## config.mk

```make
export PLATFORM = sky130hd
export DESIGN_NAME = serial_add_sub
export DESIGN_NICKNAME = d
export VERILOG_FILES = /design/src/rtl/serial_add_sub.sv
export SDC_FILE = /design/constraint.sdc
export NUM_CORES = 1
export LEC_CHECK = 0
export BUFFER_PORTS_ARGS = -buffer_cell sky130_fd_sc_hd__buf_2
export CAP_MARGIN = 20
export CORE_ASPECT_RATIO = 0.75
export CORE_MARGIN = 4
export CORE_UTILIZATION = 25
export CTS_CLUSTER_DIAMETER = 80
export CTS_CLUSTER_SIZE = 30
export DETAILED_ROUTE_END_ITERATION = 10
export GPL_ROUTABILITY_DRIVEN = 0
export PLACE_DENSITY = 0.4
export SYNTH_ARGS = -nofsm -noshare
export SYNTH_HDL_FRONTEND = slang
export SYNTH_SLANG_ARGS = --single-unit
export TNS_END_PERCENT = 10
```

## constraint.sdc

```tcl
create_clock -name clk -period 4.46 [get_ports clk]
set_input_delay 0.892 -clock clk [delete_from_list [all_inputs] [get_ports clk]]
set_output_delay 0.892 -clock clk [all_outputs]
set_load 0.02 [all_outputs]
```

## src/rtl/serial_add_sub.sv

```systemverilog
// serial_add_sub: multi-cycle adder/subtractor, K bits per clock.
// Valid/ready on both sides; carry, overflow and zero flags.
module serial_add_sub #(
  parameter int W = 16,
  parameter int K = 1
) (
  input  logic         clk,
  input  logic         rst_n,
  input  logic         in_valid,
  output logic         in_ready,
  input  logic [W-1:0] a,
  input  logic [W-1:0] b,
  input  logic         cin,
  input  logic         sub,
  output logic         out_valid,
  input  logic         out_ready,
  output logic [W-1:0] result,
  output logic         cout,
  output logic         ovf,
  output logic         zero
);

  localparam int N  = W / K;
  localparam int CW = (N > 1) ? $clog2(N) : 1;

  if (W < 2 || (W % K) != 0) begin : g_bad_params
    $error("serial_add_sub: need W >= 2 and W %% K == 0");
  end

  typedef enum logic [1:0] {
    IDLE = 2'd0,
    RUN  = 2'd1,
    DONE = 2'd2
  } state_t;

  state_t state, state_n;

  logic [W-1:0]  sa;
  logic [W-1:0]  sb;
  logic [W-1:0]  res;
  logic          c;
  logic [CW-1:0] cnt;
  logic          cout_q;
  logic          ovf_q;
  logic          zero_q;

  logic [K:0]    chunk;
  logic          msb_cin;
  logic          last;
  logic [W-1:0]  res_sh;

  assign chunk = {1'b0, sa[K-1:0]}
               + {1'b0, sb[K-1:0]}
               + {{K{1'b0}}, c};

  // carry into the top bit of the chunk, recovered from its sum bit
  assign msb_cin = chunk[K-1] ^ sa[K-1] ^ sb[K-1];
  assign last    = (cnt == CW'(N - 1));
  assign res_sh  = W'({chunk[K-1:0], res} >> K);

  always_ff @(posedge clk or negedge rst_n) begin
    if (!rst_n) begin
      state <= IDLE;
    end else begin
      state <= state_n;
    end
  end

  always_comb begin
    state_n = state;
    unique case (state)
      IDLE: if (in_valid) state_n = RUN;
      RUN:  if (last) state_n = DONE;
      DONE: if (out_ready) state_n = IDLE;
      default: state_n = IDLE;
    endcase
  end

  always_comb begin
    in_ready  = (state == IDLE);
    out_valid = (state == DONE);
  end

  always_ff @(posedge clk or negedge rst_n) begin
    if (!rst_n) begin
      sa     <= '0;
      sb     <= '0;
      res    <= '0;
      c      <= 1'b0;
      cnt    <= '0;
      cout_q <= 1'b0;
      ovf_q  <= 1'b0;
      zero_q <= 1'b0;
    end else begin
      unique case (state)
        IDLE: begin
          if (in_valid) begin
            sa  <= a;
            sb  <= sub ? ~b : b;
            c   <= sub | cin;
            cnt <= '0;
            res <= '0;
          end
        end
        RUN: begin
          res <= res_sh;
          sa  <= sa >> K;
          sb  <= sb >> K;
          c   <= chunk[K];
          cnt <= cnt + CW'(1);
          if (last) begin
            cout_q <= chunk[K];
            ovf_q  <= msb_cin ^ chunk[K];
            zero_q <= (res_sh == '0);
          end
        end
        default: ;
      endcase
    end
  end

  assign result = res;
  assign cout   = cout_q;
  assign ovf    = ovf_q;
  assign zero   = zero_q;

endmodule

```

## Word level (Yosys, flattened, before mapping)

Index checks and enable logic that the tools add are counted.

| word-level totals | value |
|---|---|
| register bits | 58 |
| input port bits | 38 |
| output and inout port bits | 21 |

| cells by class | value |
|---|---|
| add/subtract/negate cells | 3 |
| equal/unequal tests | 6 |
| mux-type cells | 15 |
| bitwise logic cells | 5 |
| reductions and logical operators | 6 |

Operators by type and width:

| operator | number |
|---|---|
| $pmux W16 S2 | 3 |
| $mux W16 | 4 |
| $logic_not A16 Y1 | 1 |
| $not A16 Y16 | 1 |
| $pmux W4 S2 | 1 |
| $mux W2 | 3 |
| $pmux W2 S3 | 1 |
| $add A4 B1 Y4 const B | 1 |
| $eq A4 B4 Y1 const B | 1 |
| $mux W4 | 1 |
| $ne A2 B2 Y1 const B | 2 |
| $reduce_and A2 Y1 | 2 |
| $reduce_and A3 Y1 | 1 |
| $xor A1 B1 Y1 | 3 |
| $add A1 B1 Y2 | 1 |
| $add A2 B1 Y2 | 1 |
| $eq A2 B1 Y1 const B | 1 |
| $eq A2 B2 Y1 const B | 1 |
| $logic_not A2 Y1 | 1 |
| $ne A2 B1 Y1 const B | 1 |
| $pmux W1 S2 | 1 |
| $reduce_bool A2 Y1 | 1 |
| $mux W1 | 1 |
| $or A1 B1 Y1 | 1 |

## Logic depth before layout (Yosys ltp)

| logic depth | value |
|---|---|
| depth in word-level cells | 5 |
| mapped depth | 5 |
| gate-level depth less buffers | 5 |

## Worst setup path before layout

Ideal clock, no wire load.

| timing | value |
|---|---|
| path kind | flip-flop to output port |
| from | register state[1] |
| to | output port in_ready |
| data arrival time | 1.044 ns |
| path slack | 2.524 ns |
| cell stages (with the launch flop) | 4 |
| buffers on the path | 2 |
| path through | dfrtp_1 -> buf_2 -> buf_1 -> nor2_1 |

| on the way | value |
|---|---|
| longest elaborated chain between the ends | 1 |

RTL lines:

| element | line | text |
|---|---|---|
| start: declaration | 36 | `state_t state, state_n;` |
| start signal: assignment | 65 | `state <= state_n;` |
| $logic_not A2 Y1 | 80 | `in_ready = (state == IDLE);` |
| end: declaration | 10 | `output logic in_ready,` |

Every way passes these cells.

## Final worst setup path

| timing | value |
|---|---|
| from | register state[0] |
| to | output port out_valid |

| on the way | value |
|---|---|
| longest elaborated chain between the ends | 1 |

RTL lines:

| element | line | text |
|---|---|---|
| $eq A2 B2 Y1 | 81 | `out_valid = (state == DONE);` |
| end: declaration | 15 | `output logic out_valid,` |

Every way passes these cells.

==> summary.md <==
| Metric | Value |
|---|---|
| Status | completed |
| Starting Density | 26.0% |
| CP Buf/Inv Count | 3 |
| Worst Tran Pin Value | 910 ps |
| Deepest clock path buffer count | 2 |
| 1st-iter DRT viols | 118 |
| Die area | 0.0134 mm^2 |
| FMAX | 351 MHz |
| Die Span Y | 101 um |
| Crit path capture type | primary output |
| Area share of the largest cell type after synthesis | 50.0% |
| Required time of the critical path | 3570 ps |
| Synth area leaders | dfrtp_1 50%, a22oi_1 8.0%, o21ai_1 5.5% |
| Top delay family on crit path | flip-flops |
| Crit-path max FO | 22 |
| Period utilisation layout | 63.8% |
| PwrDens | 709 mW/mm^2 |
| Startpoint Class | register |
| I/O pin count | 59 |
| Largest net degree at the start of global routing | 42 |
| Post-synthesis compound-gate area fraction | 27.4% |
| Mux cell area share after synthesis | 0.733% |
| H-tree levels | 3 |
| Top-count cell post-synth | dfrtp_1 |
| Final hold vios | 0 |
| Number of global-route vias before repair | 2,399 |
| Adder-cell share of the synthesized area | 1.12% |
| Clock Latency Late Sink | 330 ps |
| CP peak stage delay | 880 ps |
| Fraction of registers with async set/reset | 100% |
| Clock sink count | 58 |
| Post-DP HPWL | 4870 um |
| Worst vdd ir | 0.215 mV |
| Ys flop type | dfrtp_1 |
| # resized after CTS | 0 |
| Cell Area, Synth | 0.00290 mm^2 |
| Core footprint | 0.0111 mm^2 |
| Synth Area in XOR/XNOR | 5.13% |
| Final WL | 8010 um |
| Initial antenna violation count | 0 |
| DRC | 0 |
| Post-CTS Setup Repair Bufs | 0 |
| Max-slew headroom | 39.3% |
| Min-delay worst type | primary input to asynchronous set/reset pin |
| Max Clock Skew | 8.57 ps |
| Post-CTS Hold Buffers | 0 |
| Root Buffer Master | clkbuf_16 |
| Unrepaired setup endpoints after global routing | no |
| Static leakage | 1.70 nW |
| CTS tree | yes |
| CP max-delay cell | dfrtp_1 |
| Simple-gate portion of the synthesized area | 10.7% |
| Drt first pass iters | 4 |
| Mapped Cells | 284 |
| Most common library cells after synthesis | 58 x dfrtp_1, 32 x o21ai_1, 31 x a21oi_1, 31 x a22oi_1, 24 x nor2b_1 |
| Area Growth Syn to Fin | 25.7% |
| Grt total ovfl | 0 |
| # nets final | 375 |
| Post-Syn Nets | 324 |
| Synth cell types | 30 |
| Sequential-to-total area share from yosys stat | 50.0% |
| Synthesized area per cell | 10.2 um^2 |
| IO buf count | 58 |
| GRT Util Overall | 12.5% |
| Final TNS setup | 0 ps |
| #FFs+latches synth | 58 |
| WHS | 504 ps |
| Final setup violation count | 0 |
| Kind of critical path | register to primary output |
| Std-Cell Rows | 33 |
| Number of synthesized flops with an enable pin | 0 |
| CP cell instances | buf_4 -> nand2b_1 -> inv_1 -> buf_2 |
| CTS clk-pin slew, worst paths | 50 ps |
| Max-Cap Viols | 0 |
| YS warnings | 0 |
| Width of the die | 132 um |
| Fillers | 1,167 |
| Post-synth top area cell | dfrtp_1 |
| ANT cells | 0 |
| Antenna-violating nets left | 0 |
| First-pass GRT wire length | 13,100 um |
| Count of pins over their slew limit | 0 |
| DR vias/cell | 4.97 |
| Drt wl/cell | 16.7 um |
| Worst path arrival time | 1960 ps |
| Layout cells sized above 1 | 25.0% |
| CTS Buf Count | 9 |
| Main combinational cell family by area after synthesis | compound AO/OA/AOI/OAI gates |
| Via count | 2,384 |
| Min Tclk post-route | 2850 ps |
==> per-layer routing <==
layer | wire, um | track usage, % | part of all wire (%) | vias to the layer above
met5 | 0 | 0 | 0 | -
met4 | 91 | 3.75 | 1.1 | 0
met3 | 418 | 4.42 | 5.2 | 9
met2 | 3430 | 18.4 | 43 | 59
met1 | 4080 | 17.2 | 51 | 1179
li1 | - | - | - | 1137
==> stage by stage <==
step           power [mW]  cells  util [%]  setup WS, ps  cell area [um^2]
6_report             2.58    480      32.7          1610              3650
5_1_grt              2.77    480      32.7          1490              3650
4_1_cts              2.62    479      32.5          1610              3630
3_5_place_dp         1.82    463      29.5          1890              3290
3_3_place_gp         1.81    463      29.5          1930              3290
2_1_floorplan        1.54    284         -          2520              2900
==> flip-flops by register name, indices dropped and copies added (netlist names) <==
signal,cells
cout,1
sb,16
state,2
c,1
cnt,4
zero,1
ovf,1
result,16
sa,16
==> final cells by class <==
cell class              instances  area (um^2)  area share, %
clock buffers                  12          267           7.31
inverters                       4         15.0          0.412
well taps                     140          175           4.80
multi-input cells             198         1320           36.1
flip-flops and latches         58         1450           39.8
clock inverters                 4         72.6           1.99
repair buffers                 64          348           9.54
==> final timing paths <==
| check | endpoint | depth (start not counted) | slack [ps] | startpoint |
|---|---|---|---|---|
| min | sb[6] | 1 | 500 | rst_n |
| max in group asynchronous | result[10] | 3 | 3120 | rst_n |
| min in group clk | result[0] | 1 | 510 | result[0] |
| max reg2reg | sa[2] | 4 | 2290 | state[0] |
| min reg2reg | result[0] | 1 | 510 | result[0] |
| max | out_valid | 4 | 1610 | state[0] |
==> worst reg2reg max path: cells and delay by family, from the launching register on <==
family | cells | cell delay [ps]
AND/OR/NAND/NOR | 1 | 500
flip-flops | 1 | 880
buffers and inverters | 1 | 460
AO/OA/AOI/OAI | 2 | 250
==> cells by family after synthesis <==
logic type / Yosys count
buffers and inverters: 28
multiplexers: 2
XOR/XNOR: 17
adder cells (fa/ha/maj): 2
AO/OA/AOI/OAI: 126
flip-flops: 58
AND/OR/NAND/NOR: 51
==> where the power goes <==
part,internal [mW],switching [mW],total [mW]
combinational,0.372,0.500,0.872
clock,0.534,0.247,0.781
sequential,0.731,0.201,0.932
total,1.64,0.948,2.58
==> placed cells by master (no fill, tap or decap), types with 2 or more instances in the layout <==
master / instances
dfrtp_1: 58
buf_2: 58
o21ai_1: 32
a21oi_1: 31
a22oi_1: 31
nor2b_1: 22
a22o_1: 18
xor2_1: 17
o21ai_0: 9
clkbuf_16: 9
and2b_1: 8
buf_4: 5
inv_1: 4
nor2_1: 4
nand2_1: 4
nand2b_1: 3
nor4_1: 3
clkbuf_8: 3
a2bb2oi_1: 2
nand3_1: 2
bufinv_16: 2
Power figures use the tool's default switching activity.
